## config.mk

```make
export PLATFORM = sky130hd
export DESIGN_NAME = leitor_display
export DESIGN_NICKNAME = d
export VERILOG_FILES = /design/src/rtl/leitor_display.sv
export SDC_FILE = /design/constraint.sdc
export NUM_CORES = 1
export LEC_CHECK = 0
export CELL_PAD_IN_SITES_DETAIL_PLACEMENT = 0
export CELL_PAD_IN_SITES_GLOBAL_PLACEMENT = 1
export CORE_MARGIN = 8
export CORE_UTILIZATION = 38
export CTS_CLUSTER_DIAMETER = 200
export DETAILED_ROUTE_END_ITERATION = 6
export GPL_TIMING_DRIVEN = 0
export PLACE_DENSITY = 0.77
export SLEW_MARGIN = 40
export SYNTH_ARGS = -nofsm -noshare
export SYNTH_HDL_FRONTEND = slang
export SYNTH_SLANG_ARGS = --single-unit
```

## constraint.sdc

```tcl
create_clock -name clock -period 3.1 [get_ports clock]
set_clock_uncertainty 0.15 [all_clocks]
set_input_delay 0.62 -clock clock [delete_from_list [all_inputs] [get_ports clock]]
set_output_delay 0.62 -clock clock [all_outputs]
set_load 0.01 [all_outputs]
```

## src/rtl/leitor_display.sv

```systemverilog
// Readback monitor for a multiplexed active-low 7-segment bus: filters each
// digit dwell for stability and reconstructs the BCD code shown on each digit.
module leitor_display #(
    parameter int NDIG    = 4,
    parameter int ESTAVEL = 3
) (
    input  logic                clock,
    input  logic                reset,
    input  logic [6:0]          segmentos,
    input  logic [NDIG-1:0]     anodos,
    output logic [4*NDIG-1:0]   digitos,
    output logic [NDIG-1:0]     validos,
    output logic                atualizado,
    output logic                erro,
    output logic                conflito
);

    // state      | meaning
    // OCIOSO     | bus blank or several anodes low, nothing being tracked
    // CONTANDO   | single-anode pair seen, counting identical samples
    // CONFIRMADO | current pair already committed, waiting for a change
    typedef enum logic [1:0] {
        OCIOSO     = 2'd0,
        CONTANDO   = 2'd1,
        CONFIRMADO = 2'd2
    } estado_t;

    localparam int        IDXW = (NDIG > 1) ? $clog2(NDIG) : 1;
    localparam logic [7:0] EST8 = 8'(ESTAVEL);

    estado_t             estado_q, estado_d;
    logic [7:0]          cont_q, cont_d;
    logic [NDIG-1:0]     anod_q;
    logic [6:0]          seg_q;
    logic [NDIG-1:0]     ref_anod_q, ref_anod_d;
    logic [6:0]          ref_seg_q, ref_seg_d;
    logic                mult_ant_q, mult_ant_d;
    logic [4*NDIG-1:0]   digitos_q, digitos_d;
    logic [NDIG-1:0]     validos_q, validos_d;
    logic                atu_q, atu_d;
    logic                erro_q, erro_d;
    logic                confl_q, confl_d;

    logic [3:0]          n_baixos;
    logic [IDXW-1:0]     idx;
    logic                unico, multiplo, igual;
    logic                inicia, commit;
    logic [4:0]          dec;

    // Returns {valid, code}; an all-dark digit decodes as a valid blank (F).
    function automatic logic [4:0] decodifica(input logic [6:0] seg_n);
        logic [6:0] s;
        logic [4:0] r;
        s = ~seg_n;
        case (s)
            7'b1111110: r = {1'b1, 4'h0};
            7'b0110000: r = {1'b1, 4'h1};
            7'b1101101: r = {1'b1, 4'h2};
            7'b1111001: r = {1'b1, 4'h3};
            7'b0110011: r = {1'b1, 4'h4};
            7'b1011011: r = {1'b1, 4'h5};
            7'b1011111: r = {1'b1, 4'h6};
            7'b1110000: r = {1'b1, 4'h7};
            7'b1111111: r = {1'b1, 4'h8};
            7'b1110011: r = {1'b1, 4'h9};
            7'b0000000: r = {1'b1, 4'hF};
            default:    r = {1'b0, 4'h0};
        endcase
        return r;
    endfunction

    always_comb begin
        n_baixos = '0;
        idx      = '0;
        for (int i = 0; i < NDIG; i++) begin
            if (!anod_q[i]) begin
                n_baixos = n_baixos + 4'd1;
                idx      = IDXW'(i);
            end
        end
    end

    assign unico    = (n_baixos == 4'd1);
    assign multiplo = (n_baixos > 4'd1);
    assign igual    = (anod_q == ref_anod_q) && (seg_q == ref_seg_q);
    assign dec      = decodifica(seg_q);

    always_comb begin
        estado_d   = estado_q;
        cont_d     = cont_q;
        ref_anod_d = ref_anod_q;
        ref_seg_d  = ref_seg_q;
        digitos_d  = digitos_q;
        validos_d  = validos_q;
        atu_d      = 1'b0;
        erro_d     = 1'b0;
        confl_d    = multiplo && !mult_ant_q;
        mult_ant_d = multiplo;
        inicia     = 1'b0;
        commit     = 1'b0;

        case (estado_q)
            OCIOSO: begin
                cont_d = '0;
                if (unico) inicia = 1'b1;
            end
            CONTANDO: begin
                if (!unico) begin
                    estado_d = OCIOSO;
                    cont_d   = '0;
                end else if (igual) begin
                    cont_d = cont_q + 8'd1;
                    if (cont_d >= EST8) begin
                        cont_d   = EST8;
                        estado_d = CONFIRMADO;
                        commit   = 1'b1;
                    end
                end else begin
                    inicia = 1'b1;
                end
            end
            CONFIRMADO: begin
                if (!unico) begin
                    estado_d = OCIOSO;
                    cont_d   = '0;
                end else if (!igual) begin
                    inicia = 1'b1;
                end
            end
            default: begin
                estado_d = OCIOSO;
                cont_d   = '0;
            end
        endcase

        // A new run counts its first sample; with ESTAVEL=1 that alone commits.
        if (inicia) begin
            ref_anod_d = anod_q;
            ref_seg_d  = seg_q;
            cont_d     = 8'd1;
            if (EST8 <= 8'd1) begin
                estado_d = CONFIRMADO;
                commit   = 1'b1;
            end else begin
                estado_d = CONTANDO;
            end
        end

        if (commit) begin
            atu_d = 1'b1;
            if (dec[4]) begin
                digitos_d[4*idx +: 4] = dec[3:0];
                validos_d[idx]        = 1'b1;
            end else begin
                validos_d[idx] = 1'b0;
                erro_d         = 1'b1;
            end
        end
    end

    always_ff @(posedge clock) begin
        if (reset) begin
            estado_q   <= OCIOSO;
            cont_q     <= '0;
            anod_q     <= '1;
            seg_q      <= '1;
            ref_anod_q <= '1;
            ref_seg_q  <= '1;
            mult_ant_q <= 1'b0;
            digitos_q  <= '1;
            validos_q  <= '0;
            atu_q      <= 1'b0;
            erro_q     <= 1'b0;
            confl_q    <= 1'b0;
        end else begin
            estado_q   <= estado_d;
            cont_q     <= cont_d;
            anod_q     <= anodos;
            seg_q      <= segmentos;
            ref_anod_q <= ref_anod_d;
            ref_seg_q  <= ref_seg_d;
            mult_ant_q <= mult_ant_d;
            digitos_q  <= digitos_d;
            validos_q  <= validos_d;
            atu_q      <= atu_d;
            erro_q     <= erro_d;
            confl_q    <= confl_d;
        end
    end

    assign digitos    = digitos_q;
    assign validos    = validos_q;
    assign atualizado = atu_q;
    assign erro       = erro_q;
    assign conflito   = confl_q;

endmodule

```

## Word level (Yosys, flattened, before mapping)

Index checks and enable logic that the tools add are counted.

| word-level totals | value |
|---|---|
| register bits after elaboration | 56 |
| output and inout port bits | 23 |

| cells by class | value |
|---|---|
| add/subtract/negate cells | 5 |
| $lt $le $gt $ge | 4 |
| equal/unequal tests | 22 |
| shift-type cells | 2 |
| mux-type cells | 34 |
| bitwise gates (word level) | 6 |
| reductions and logical operators | 14 |

Operators with widths:

| cell | number |
|---|---|
| $eq A7 B7 Y1 const B | 8 |
| $pmux W5 S11 | 1 |
| $neg A4 Y34 | 1 |
| $shift A4 B34 Y16 const A | 1 |
| $shiftx A4 B34 Y16 | 1 |
| $mux W8 | 4 |
| $bwmux W16 | 1 |
| $mux W4 | 4 |
| $pmux W8 S2 | 1 |
| $eq A7 B6 Y1 const B | 2 |
| $mux W1 | 14 |
| $add A4 B1 Y4 const B | 3 |
| $mux W2 | 6 |
| $ne A3 B3 Y1 const B | 3 |
| $add A8 B1 Y8 const B | 1 |
| $ge A8 B2 Y1 const B | 1 |
| $ne A4 B4 Y1 const B | 2 |
| $reduce_and A4 Y1 | 2 |
| $eq A7 B7 Y1 | 1 |
| $logic_not A7 Y1 | 1 |
| $not A7 Y7 | 1 |
| $pmux W2 S3 | 1 |
| $reduce_and A2 Y1 | 3 |
| $reduce_or A2 Y1 | 3 |
| other kinds (17) | 21 |

## Logic depth before layout (Yosys ltp)

| depth | value |
|---|---|
| depth after elaboration | 12 |
| mapped depth | 13 |
| mapped depth without buffers | 11 |

## Worst setup path after synthesis

Ideal clock, no wire load.

| path | value |
|---|---|
| path kind | flip-flop to flip-flop |
| start | register anod_q[1] |
| end | register digitos_q[0], in the netlist digitos[0] |
| setup time | 0.114 ns |
| arrival time | 2.693 ns |
| required time | 2.836 ns |
| path slack | 0.143 ns |
| stages on the path, launching flop included | 11 |
| buffers on the path | 0 |
| cells stage by stage | dfxtp_1 > inv_1 > ha_1 > xnor2_1 > ha_1 > or2_1 > o211ai_2 > nand3_2 > or4_4 > nand2b_4 > a21o_1 |

| between the ends | value |
|---|---|
| word-level cells in the longest chain between the ends | 9 |
| elaborated cells between the ends (all ways) | 19 |
| those cells by class | 3 x add/sub; 2 x eq/ne; 2 x shift; 10 x mux; 2 x reduce/logical |

Ends and longest elaborated chain:

| element | RTL line | RTL |
|---|---|---|
| start, declared | 33 | `logic [NDIG-1:0] anod_q;` |
| start signal, assigned | 178 | `anod_q <= anodos;` |
| $mux W4 | 76 | `if (!anod_q[i]) begin` |
| $add A4 B1 Y4 | 77 | `n_baixos = n_baixos + 4'd1;` |
| $mux W4 | 76 |  |
| $add A4 B1 Y4 | 77 |  |
| $mux W4 | 76 |  |
| $eq A4 B1 Y1 | 83 | `assign unico = (n_baixos == 4'd1);` |
| $mux W1 | 108 | `if (!unico) begin` |
| $mux W1 | 102 | `case (estado_q)` |
| $reduce_and A2 Y1 (no line) | -- |  |
| end signal, assigned | 183 | `digitos_q <= digitos_d;` |
| end, declared | 38 | `logic [4*NDIG-1:0] digitos_q, digitos_d;` |

Several ways; a longest one is shown, not always the timed one.
A chain may end at the register's enable or synchronous reset.

## Worst setup path after layout

| path | value |
|---|---|
| start | register anod_q[0] |
| end | register digitos_q[5], in the netlist digitos[5] |

| between the ends | value |
|---|---|
| word-level cells in the longest chain between the ends | 11 |
| elaborated cells between the ends (all ways) | 14 |
| those cells by class | 3 x add/sub; 2 x eq/ne; 7 x mux; 2 x reduce/logical |

Ends and longest elaborated chain:

| element | RTL line |
|---|---|
| $mux W1 | 76 |
| $add A4 B1 Y4 | 77 |
| $mux W4 | 76 |
| $add A4 B1 Y4 | 77 |
| $mux W4 | 76 |
| $add A4 B1 Y4 | 77 |
| $mux W4 | 76 |
| $eq A4 B1 Y1 | 83 |
| $mux W1 (*) | 108 |
| $mux W1 (*) | 102 |
| $reduce_and A2 Y1 (no line) (*) | -- |

Mark *: on every way between the ends. The rest lies on a longest branch, timed or not.

==> results by group <==
Yosys
  • Synthesis-stage register bit count: between 50 and 60
  • Post-synth top cells: 56 x dfxtp_1, 22 x nand2_1, 16 x o21ai_0, 12 x nor2_1, 12 x or2_2
  • Syn. warnings: 0
  • Post-synthesis adder-cell area fraction: 0.0420
  • Cell Area, Synth: 2680 µm²
  • Mapped Nets: 300
  • Fraction of registers with async set/reset: 0
  • Largest family of logic cells by synthesized area: simple AND/OR/NAND/NOR gates
  • Post-Synthesis Cells: 278
  • Post-synthesis mux area share: 0.0299
  • Post-synthesis xor/xnor area fraction: 0.0546
  • Largest area contributor in the netlist: dfxtp_1
  • Mean Syn Cell Area: 9.64 µm²
  • Synth Area in Compound Gates: 0.158
  • Share of the synthesized area in the top cell type: 0.418
  • Post-synthesis simple-gate area fraction: 0.246
  • Count of cell types in the netlist: 52
  • Count leader, synth: dfxtp_1
  • Post-synth EDFFs: 0
  • Top cells by area, synth: dfxtp_1 42%, ha_1 4.2%, xnor2_1 3.6%
  • Top_reg_cell synth: dfxtp_1
  • Share of the yosys chip area belonging to registers: 0.418

Detailed routing
  • DR iter-0 viols: 66
  • DR vias/cell: 4.98
  • WL final: about 5.7 mm
  • DR pass1 iterations: 4
  • DRC violations left: 0
  • Vias after detailed routing: 2086
  • Antenna Nets Post-Route: 0
  • Wire per inst: 13.6 µm

Critical path
  • Critical Setup Path Class: reg -> reg
  • CP required: 3.15 ns
  • Worst path arrival time: approximately 3 ns
  • Worst Reg-to-Reg Cells: 10
  • Critical Path End Type: flip-flop
  • Worst R2R Setup Slack: 0.15 ns
  • Critical R2R Capture: digitos[5]
  • CP max FO: 6
  • R2r startpoint: anod_q[0]
  • CP Launch Type: flip-flop

STA
  • Final Hold Fails: 0
  • Final setup vio count: 0
  • WHS: approximately 0.25 ns
  • Final setup margin: 0.146 ns
  • Pin slew with the least headroom to its limit: 0.810 ns
  • Fin crit share: 0.953
  • Final TNS setup: 0 ns
  • Final min period: slightly below 3 ns
  • Fmax: 339 MHz
  • Max-slew headroom: 0.455
  • RSZ-0062 raised after global routing: false
  • Slew Limit Fails: 0

Place
  • # port buffers: 35
  • Hpwl dp: 4.32 mm
  • Placement Setup Slack: -0.216 ns
  • Placed instance count: 409
  • GP Congestion: 0.852

Die
  • Chip width: between 90 and 100 µm
  • Io pins: 36
  • Total die area: 9990 µm²
  • # rows: 30
  • Core Area: 6790 µm²
  • Starting Density: 0.394
  • Die Y: 100 µm

Global route
  • Initial antenna violation count: 0
  • Vias in the first global route: 1961
  • Largest net degree at the start of global routing: 17
  • Tot GR Track Use: 0.115
  • Remaining Overflow, GRT: 0
  • First-pass GRT wire length: 9.40 mm

Min path
  • Worst Hold Depth: 1
  • Endpoint, Worst Hold: conflito
  • Worst min-delay path class: reg -> reg
  • HP Start: mult_ant_q

Layout
  • Multi-input logic area: about 1500 µm²
  • Share of cells above drive strength 1: 0.161
  • ANT cells: 0
  • Post-Layout Cell Count: roughly 420
  • Final core occ: 0.485
  • Layout overhead on the synthesized area: 23.0%
  • Fill cells: 658
  • Nets: 345
  • Sequential standard cell area: ~1100 µm²

Pwr
  • Pwr dens: 415 nW/µm²
  • P_leak: 0.00129 µW
  • Maximum vdd drop: 0.206 mV

CTS
  • Clock insertion delay at the later pin of the skew report: 0.30 ns
  • Clock root buffer: clkbuf_8
  • CTS Sinks: 56
  • Clock-pin slew on the worst setup and hold paths: 0.10 ns
  • Maximum clock path buffer count: 2
  • CTS buffer count: 5
  • CTS tree: built
  • H-tree Lvls: 2

Status
  • Status: finished, final reports clean

Flow run
  • # Max-Cap Violations: 0
-- power breakdown --
part           leakage (µW)  internal (µW)  switching, µW
Combinational      0.000797            104            126
Sequential         0.000457            744           17.1
Clock             0.0000400            154            222
Total               0.00129           1000            365
-- metrics by stage --
stage                     cell area, µm²  total power (µW)
after CTS                           3280              1390
after floorplan                     2680               939
after global placement              3150               993
after detailed placement            3150               996
final                               3290              1370
after global routing                3290              1440
-- worst max-delay path, cell delays in order, from the launching register on --
cell,delay [ns]
dfxtp_2,0.36
inv_1,0.08
ha_4,0.27
xnor2_2,0.17
ha_1,0.24
or2_1,0.25
o211ai_4,0.26
nand3_4,0.14
or4_4,0.55
nand2b_4,0.19
a21o_1,0.18
-- cells in the final DEF (no fill, tap or decap), types with 4 or more instances in the layout --
master and n:
ha_1 8, clkbuf_8 5, a221o_1 7, nor3_1 9, buf_6 5, or2_2 12, clkbuf_1 6, nor2_1 12
and3_1 4, a21oi_1 6, nand2_1 22, nand3_1 6, xnor2_1 10, dfxtp_1 54, buf_2 5, o21ai_0 16
a21o_1 8, clkdlybuf4s50_1 35, mux2i_1 8, nand4_1 5, and2_1 6, inv_1 8, o211ai_1 5
-- kinds of logic (layout without fill, tap and decap cells) --
family,count (synthesis),after routing
simple gates,105,105
compound gates,60,60
flops,56,56
buf+inv,25,70
xor+xnor,15,15
fa+ha+maj,9,9
mux,8,8
-- sequential cells by signal (all words and copies together) (netlist names), named ones only --
signal,cells
digitos,16
ref_anod_q,4
anod_q,4
erro,1
estado_q,2
conflito,1
mult_ant_q,1
atualizado,1
ref_seg_q,7
seg_q,7
cont_q,8
-- metal layers --
layer  wire length [µm]  vias up  GRT usage
li1                   -     1081          -
met1               2690      974      0.145
met2               2730       29      0.188
met3                243        2     0.0298
met4                 30        0     0.0314
met5                  0        -          0
-- final cells by class --
class | count | share of cell area
repair buffers | 38 | 0.113
inverters | 9 | 0.0103
well taps | 96 | 0.0365
flip-flops and latches | 56 | 0.342
clock inverters | 2 | 0.00380
clock buffers | 5 | 0.0209
multi-input cells | 197 | 0.442
plain buffers | 16 | 0.0315
-- worst max path at each step --
stage	startpoint	cells past startpoint	end	slack, ns
6_report	anod_q[0]	10	digitos[5]	0.15
5_1_grt	anod_q[0]	10	digitos[5]	0.02
4_1_cts	anod_q[1]	10	digitos[3]	0.05
3_5_place_dp	anod_q[1]	10	digitos[3]	-0.22
3_3_place_gp	anod_q[1]	10	digitos[1]	-0.16
2_1_floorplan	anod_q[1]	10	digitos[0]	0.14
-- timing repair --
action,in CTS,in global routing
pin swaps,2,3
endpoints found under the setup margin,29,19
resized for setup,5,3
gates cloned,0,0
buffers inserted,1,2
hold buffers,0,0
(Power assumes the default switching activity.)
